$ cat src/rtl/bist_sequencer.sv
// bist_sequencer: BIST controller sequencing TPG, CUT scan and MISR, then comparing the signature to GOLDEN_SIG.
// Optional `BIST_ABORT_EN adds a bist_abort input that jumps straight to DONE with a fail result.
module bist_sequencer #(
    parameter int N_PATTERNS = 4,
    parameter int SCAN_LEN = 3,
    parameter int SIG_W = 3,
    parameter logic [SIG_W-1:0] GOLDEN_SIG = 3'b101
) (
    input  logic CLK,
    input  logic RST,
    input  logic bist_start,
`ifdef BIST_ABORT_EN
    input  logic bist_abort,
`endif
    input  logic [SIG_W-1:0] misr_sig,
    output logic tpg_clr,
    output logic misr_clr,
    output logic tpg_step,
    output logic tpg_sel,
    output logic scan_en,
    output logic misr_en,
    output logic running,
    output logic bist_end,
    output logic pass_fail,
    output logic [$clog2(N_PATTERNS+1)-1:0] pat_idx
);
    localparam int PW = $clog2(N_PATTERNS+1);
    localparam int CW = $clog2(SCAN_LEN+1);

    typedef enum logic [2:0] {IDLE, INIT, SHIFT, CAPTURE, UNLOAD, COMPARE, DONE} state_t;

    state_t st, nxt;
    logic [CW-1:0] cnt;
    logic ab;
    logic last_shift;

`ifdef BIST_ABORT_EN
    assign ab = bist_abort && (st inside {INIT, SHIFT, CAPTURE, UNLOAD, COMPARE});
`else
    assign ab = 1'b0;
`endif
    assign last_shift = cnt == CW'(SCAN_LEN-1);

    always_comb begin
        nxt = st;
        case (st)
            IDLE:    nxt = bist_start ? INIT : IDLE;
            INIT:    nxt = SHIFT;
            SHIFT:   nxt = last_shift ? CAPTURE : SHIFT;
            CAPTURE: nxt = (pat_idx == PW'(N_PATTERNS-1)) ? UNLOAD : SHIFT;
            UNLOAD:  nxt = last_shift ? COMPARE : UNLOAD;
            COMPARE: nxt = DONE;
            DONE:    nxt = bist_start ? DONE : IDLE;
            default: nxt = IDLE;
        endcase
        if (ab)
            nxt = DONE;
    end

    // Outputs are decoded from the next state so every output is a flop that lines up with st.
    always_ff @(posedge CLK) begin
        if (RST) begin
            st        <= IDLE;
            cnt       <= '0;
            pat_idx   <= '0;
            pass_fail <= 1'b0;
            tpg_clr   <= 1'b0;
            misr_clr  <= 1'b0;
            tpg_step  <= 1'b0;
            tpg_sel   <= 1'b0;
            scan_en   <= 1'b0;
            misr_en   <= 1'b0;
            running   <= 1'b0;
            bist_end  <= 1'b0;
        end else begin
            st        <= nxt;
            cnt       <= (st == nxt && (st == SHIFT || st == UNLOAD)) ? cnt + 1'b1 : '0;
            pat_idx   <= (nxt == INIT || nxt == IDLE) ? '0 :
                         (st == CAPTURE && pat_idx != PW'(N_PATTERNS)) ? pat_idx + 1'b1 : pat_idx;
            pass_fail <= (st == COMPARE && !ab) ? (misr_sig == GOLDEN_SIG) :
                         (st == DONE && nxt == DONE) ? pass_fail : 1'b0;
            tpg_clr   <= nxt == INIT;
            misr_clr  <= nxt == INIT;
            tpg_step  <= nxt == CAPTURE;
            tpg_sel   <= nxt inside {INIT, SHIFT, CAPTURE, UNLOAD, COMPARE};
            running   <= nxt inside {INIT, SHIFT, CAPTURE, UNLOAD, COMPARE};
            scan_en   <= nxt inside {SHIFT, UNLOAD};
            misr_en   <= nxt inside {SHIFT, CAPTURE, UNLOAD};
            bist_end  <= nxt == DONE;
        end
    end
endmodule

$ cat config.mk
export PLATFORM = sky130hd
export DESIGN_NAME = bist_sequencer
export DESIGN_NICKNAME = d
export VERILOG_FILES = /design/src/rtl/bist_sequencer.sv
export SDC_FILE = /design/constraint.sdc
export NUM_CORES = 1
export LEC_CHECK = 0
export ABC_AREA = 1
export CORE_ASPECT_RATIO = 0.75
export CORE_MARGIN = 4
export CORE_UTILIZATION = 40
export DETAILED_ROUTE_END_ITERATION = 10
export DONT_BUFFER_PORTS = 1
export PLACE_DENSITY = 0.51
export SYNTH_ARGS = -nofsm -noshare
export SYNTH_HDL_FRONTEND = slang
export SYNTH_SLANG_ARGS = --single-unit
$ cat constraint.sdc
create_clock -name CLK -period 2.05 [get_ports CLK]
set_clock_uncertainty 0.2 [all_clocks]
set_input_delay 0.205 -clock CLK [delete_from_list [all_inputs] [get_ports CLK]]
set_output_delay 0.205 -clock CLK [all_outputs]
set_load 0.01 [all_outputs]
### Yosys cells after proc, flatten, opt, wreduce, memory -nomap -nowiden

Cells that the tools add are included.
Widths: inputs -> output; s select.

| storage, ports and cells | value |
|---|---|
| flip-flop bits (word level) | 15 |
| output and inout port bits | 12 |
| word-level logic and storage cells | 51 |

| cells by class | value |
|---|---|
| $add $sub $neg | 2 |
| eq/ne operators | 18 |
| muxes and demuxes | 8 |
| bitwise operators | 1 |
| reduce and logical (&&, ||, !) cells | 12 |

Operators with widths:

| cell | count |
|---|---|
| $eq 3x3->1 const B | 7 |
| $pmux 3 s7 | 1 |
| $eq 3x2->1 const B | 5 |
| $eq 3x1->1 const B | 2 |
| $logic_not 3->1 | 2 |
| $mux 3 | 2 |
| $mux 1 | 5 |
| $reduce_bool 5->1 | 1 |
| $reduce_or 2->1 | 2 |
| $add 3x1->3 const B | 1 |
| $eq 3x3->1 | 1 |
| $logic_and 1x1->1 | 3 |
| $ne 3x3->1 const B | 1 |
| $reduce_bool 3->1 | 1 |
| $add 2x1->2 const B | 1 |
| $eq 2x2->1 const B | 1 |
| $logic_or 1x1->1 | 2 |
| $ne 2x2->1 const B | 1 |
| $reduce_bool 2->1 | 1 |
| $not 1->1 | 1 |

### Depth between registers and ports, before layout

| logic depth | value |
|---|---|
| depth after elaboration | 7 |
| gate-level depth with buffers | 8 |

### Worst setup path after synthesis

No wires, ideal clock.

| timing path | value |
|---|---|
| path kind | register to register |
| start point | reg pat_idx[0] |
| end point | reg misr_en |
| data arrival time | 1.180 ns |
| setup slack | 0.555 ns |
| cell stages (with the launch flop) | 9 |
| clock period less this slack | 1.495 ns |
| cell sequence | dfxtp_1 > ha_1 > ha_1 > nand3_1 > nor2_2 > nor2_2 > nand3_2 > nand3_1 > nand2_1 |

| on the way | value |
|---|---|
| cells in the longest elaborated chain, start to end | 5 |
| elaborated cells on any way between the ends | 7 |
| those cells by class | eq/ne (4); mux (2); reduce/logical (1) |

RTL lines:

| element | RTL line | source |
|---|---|---|
| start: declaration | 25 | `output logic [$clog2(N_PATTERNS+1)-1:0] pat_idx` |
| start signal: assignment | 78 | `pat_idx <= (nxt == INIT \|\| nxt == IDLE) ? '0 :` |
| $eq 3x2->1 * | 50 | `CAPTURE: nxt = (pat_idx == PW'(N_PATTERNS-1)) ? UNLOAD : SHIFT;` |
| $mux 3 * | 50 |  |
| $pmux 3 s7 * | 46 | `case (st)` |
| $eq 3x2->1 or $eq 3x3->1 (tied branches) | 88 | `misr_en <= nxt inside {SHIFT, CAPTURE, UNLOAD};` |
| $reduce_bool 3->1 * | 88 |  |
| end signal: assignment | 88 |  |
| end: declaration | 21 | `output logic misr_en,` |

Every way passes the cells marked *; elsewhere a longest branch is shown, timed or not.
A chain may end at the register's enable or synchronous reset.

### Worst setup path after layout

Ends and elaborated chain as after synthesis.

==> results.py <==
metrics = {
    "critical_path": {
        "worstPathMaxFanout": 4,
        "path_class": "flip-flop to flip-flop",
        "cp-end-kind": "flip-flop",
        "crit-reg2reg-launch": "pat_idx[0]",
        "critPathLaunchType": "flip-flop",
        "startpoint": "pat_idx[0]",
        "crit_required_ns": 2.03,
        "critPathArrivalTime_ns": 1.62,
    },
    "sta": {
        "fin_crit_sh_pct": 79.6,
        "maxSlewHeadroom_pct": 80.8,
        "finalSetupViolCount": 0,
        "finalSetupTns_ns": 0,
        "period_needed_ns": 1.63,
        "hold_violations": 0,
        "clock.fmax_ghz": 0.613,
        "setup_slack_ns": 0.417,
        "rsz0062_at_grt": "false",
        "worst_slew_pin_slew_ns": 0.287,
        "maxSlewViolCount": 0,
    },
    "die": {
        "rows": 12,
        "pin_count": 18,
        "dieHeight_um": 44.3,
        "core-area_um2": 1580,
        "initial_core_util_pct": 44.7,
        "fp.dieW_um": 56.5,
        "dieArea_um2": 2500,
    },
    "yosys": {
        "synthCells": 89,
        "syn_area_um2": 704,
        "ys_types": 19,
        "yosysSeqAreaShare_pct": 42.6,
        "avgSynthCellArea_um2": 7.91,
        "synth_nets": 99,
        "ys_warn_count": 0,
        "synth-seq-cells": 15,
    },
    "global_route": {
        "grt.met1_usage_pct": 14.6,
        "track_usage_pct": 11.9,
        "grt_pass1_vias": 504,
        "grt_overflow_total": 0,
        "busiest_layer": "met2",
        "grt_max_degree": 9,
        "met2_usage_pct": 18.0,
        "met3_usage_pct": 6.12,
        "grt_pass1_wl_um": 2260,
        "antenna_found_initial": 0,
    },
    "finish": {
        "multiInputGateArea_um2": 322,
        "layout.nets": 106,
        "syn_to_final_growth_pct": 11.0,
        "diodes": 0,
        "drive_above_1_share_pct": 15.8,
        "fillers": 163,
        "register_area_um2": 300,
    },
    "cts": {
        "numCtsBuffers": 3,
        "cts_tree": "built",
        "clock-sinks": 15,
        "htreeDepth": 1,
        "clk_latency_ns": 0.28,
        "ctsLongestPathBuffers": 2,
        "root_buffer": "clkbuf_4",
        "clkTransAtPathRegs_ns": 0.08,
    },
    "placed_design": {
        "gp_congestion": 0.772,
        "dpl.hpwl_um": 1030,
        "pre_cts_slack_ns": 0.417,
        "portBuffers": 0,
    },
    "power_and_ir_drop": {
        "ir_worst_vdd_mv": 0.367,
        "p_per_area_nw_per_um2": 682,
        "leakage_uw": 0.000384,
    },
    "routing": {
        "wl_per_cell_um": 11.8,
        "drc": 0,
        "vias_per_cell": 4.88,
        "drt-initial-drc-count": 14,
        "vias": 566,
        "ant_nets": 0,
        "wirelength_um": 1370,
        "firstDrtPassIters": 4,
    },
    "worst_hold_path": {
        "min_from": "cnt[0]",
        "hp-class": "flip-flop to flip-flop",
    },
    "run_status": {
        "status": "completed",
    },
    "flow_run": {
        "max_cap_violations": 0,
    },
}
## per-stage QoR
step / cell area (µm²) / cells / hold slack [ns] / utilization, % / power (µW)
after CTS: 782 / 116 / 0.219 / 49.6 / 542
after floorplan: 704 / 89 / 0.0741 / - / 360
after detailed placement: 716 / 108 / 0.0823 / 45.4 / 365
final: 782 / 116 / 0.218 / 49.6 / 533
after global routing: 782 / 116 / 0.240 / 49.6 / 560
after global placement: 716 / 108 / 0.0809 / 45.4 / 365
## metal layers
layer / up-vias / wire length (µm)
met5: - / 0
met4: 0 / 8
met3: 2 / 146
met2: 30 / 577
met1: 245 / 635
li1: 289 / -
## layout by cell type, fill, tap and decap left out, drive strengths merged
cell type,Yosys,layout
ha,4,4
nand4,1,1
o211a,1,1
o21ai,3,3
dfxtp,15,15
xor2,1,1
clkbuf,0,4
nand3b,1,1
dlygate4sd3,0,4
a21oi,4,4
nor3,1,1
nand2,13,13
nor2,14,14
nand3,11,11
inv,18,18
## cell families (layout without fill, tap and decap cells)
| group | after synthesis | count (layout) | synth area share (%) |
|---|---|---|---|
| AOI/OAI and AO/OA | 8 | 8 | 7.99 |
| xor gates and xnor gates | 1 | 1 | 1.24 |
| adders and majority gates | 4 | 4 | 7.11 |
| buffers and inverters | 20 | 26 | 11.7 |
| DFF | 15 | 15 | 42.6 |
| and+or+nand+nor | 41 | 41 | 29.3 |
## path summary, 6_finish.rpt
| check | end | slack [ns] | cells after the start |
|---|---|---|---|
| max | misr_en | 0.42 | 7 |
| min | cnt[0] | 0.22 | 1 |
| max reg2reg | misr_en | 0.42 | 7 |
| min reg2reg | cnt[0] | 0.22 | 1 |
## critical path, stage by stage (launching register included)
cell and delay [ns]:
dfxtp_1 0.45, ha_1 0.20, ha_1 0.14, nand3_1 0.11, nand3_1 0.16, nand3_2 0.11, nand3_1 0.11, nand2_1 0.06
## power breakdown
part	internal [µW]	total, µW	switching [µW]
clock network	75.6	167	91.0
registers	302	316	14.3
logic	19.6	50.6	31.0
## cells in the mapped netlist
| cell | instances | area share, % |
|---|---|---|
| dfxtp_1 | 15 | 43 |
| a21oi_1 | 3 | 2.1 |
| ha_1 | 4 | 7.1 |
| o211a_1 | 1 | 1.4 |
| nor2_2 | 3 | 2.7 |
| nand4_2 | 1 | 1.8 |
| nand2_2 | 3 | 2.7 |
| nor2_1 | 11 | 5.9 |
| o21ai_0 | 3 | 2.1 |
| nor3_1 | 1 | 0.71 |
| nand3_1 | 9 | 6.4 |
| nand2_1 | 10 | 5.3 |
| nand3b_1 | 1 | 1.1 |
| buf_4 | 2 | 2.1 |
| a21oi_4 | 1 | 2.3 |
| xor2_1 | 1 | 1.2 |
| inv_1 | 16 | 8.5 |
| inv_2 | 2 | 1.1 |
| nand3_2 | 2 | 2.8 |
## sequential cells by signal, indices dropped and copies added, names as in the netlist
signal and count:
bist_end 1, cnt 2, misr_clr 1, misr_en 1, pass_fail 1, pat_idx 3
running 1, scan_en 1, st 3, tpg_step 1
## repair_timing
| item | 4_1_cts | 5_1_grt |
|---|---|---|
| resized for setup | 0 | 0 |
| hold endpoints to repair | 10 | 0 |
| setup buffers | 0 | 0 |
| hold buffers | 4 | 0 |
## layout make-up
class                           count  share of cell area (%)
Multi-Input combinational cell     54                    41.1
Tap cell                           21                    3.36
Clock buffer                        4                    3.36
Sequential cell                    15                    38.4
Inverter                           18                    8.64
Timing Repair Buffer                4                    5.12
Note: power is estimated with default switching activity, not from simulation.
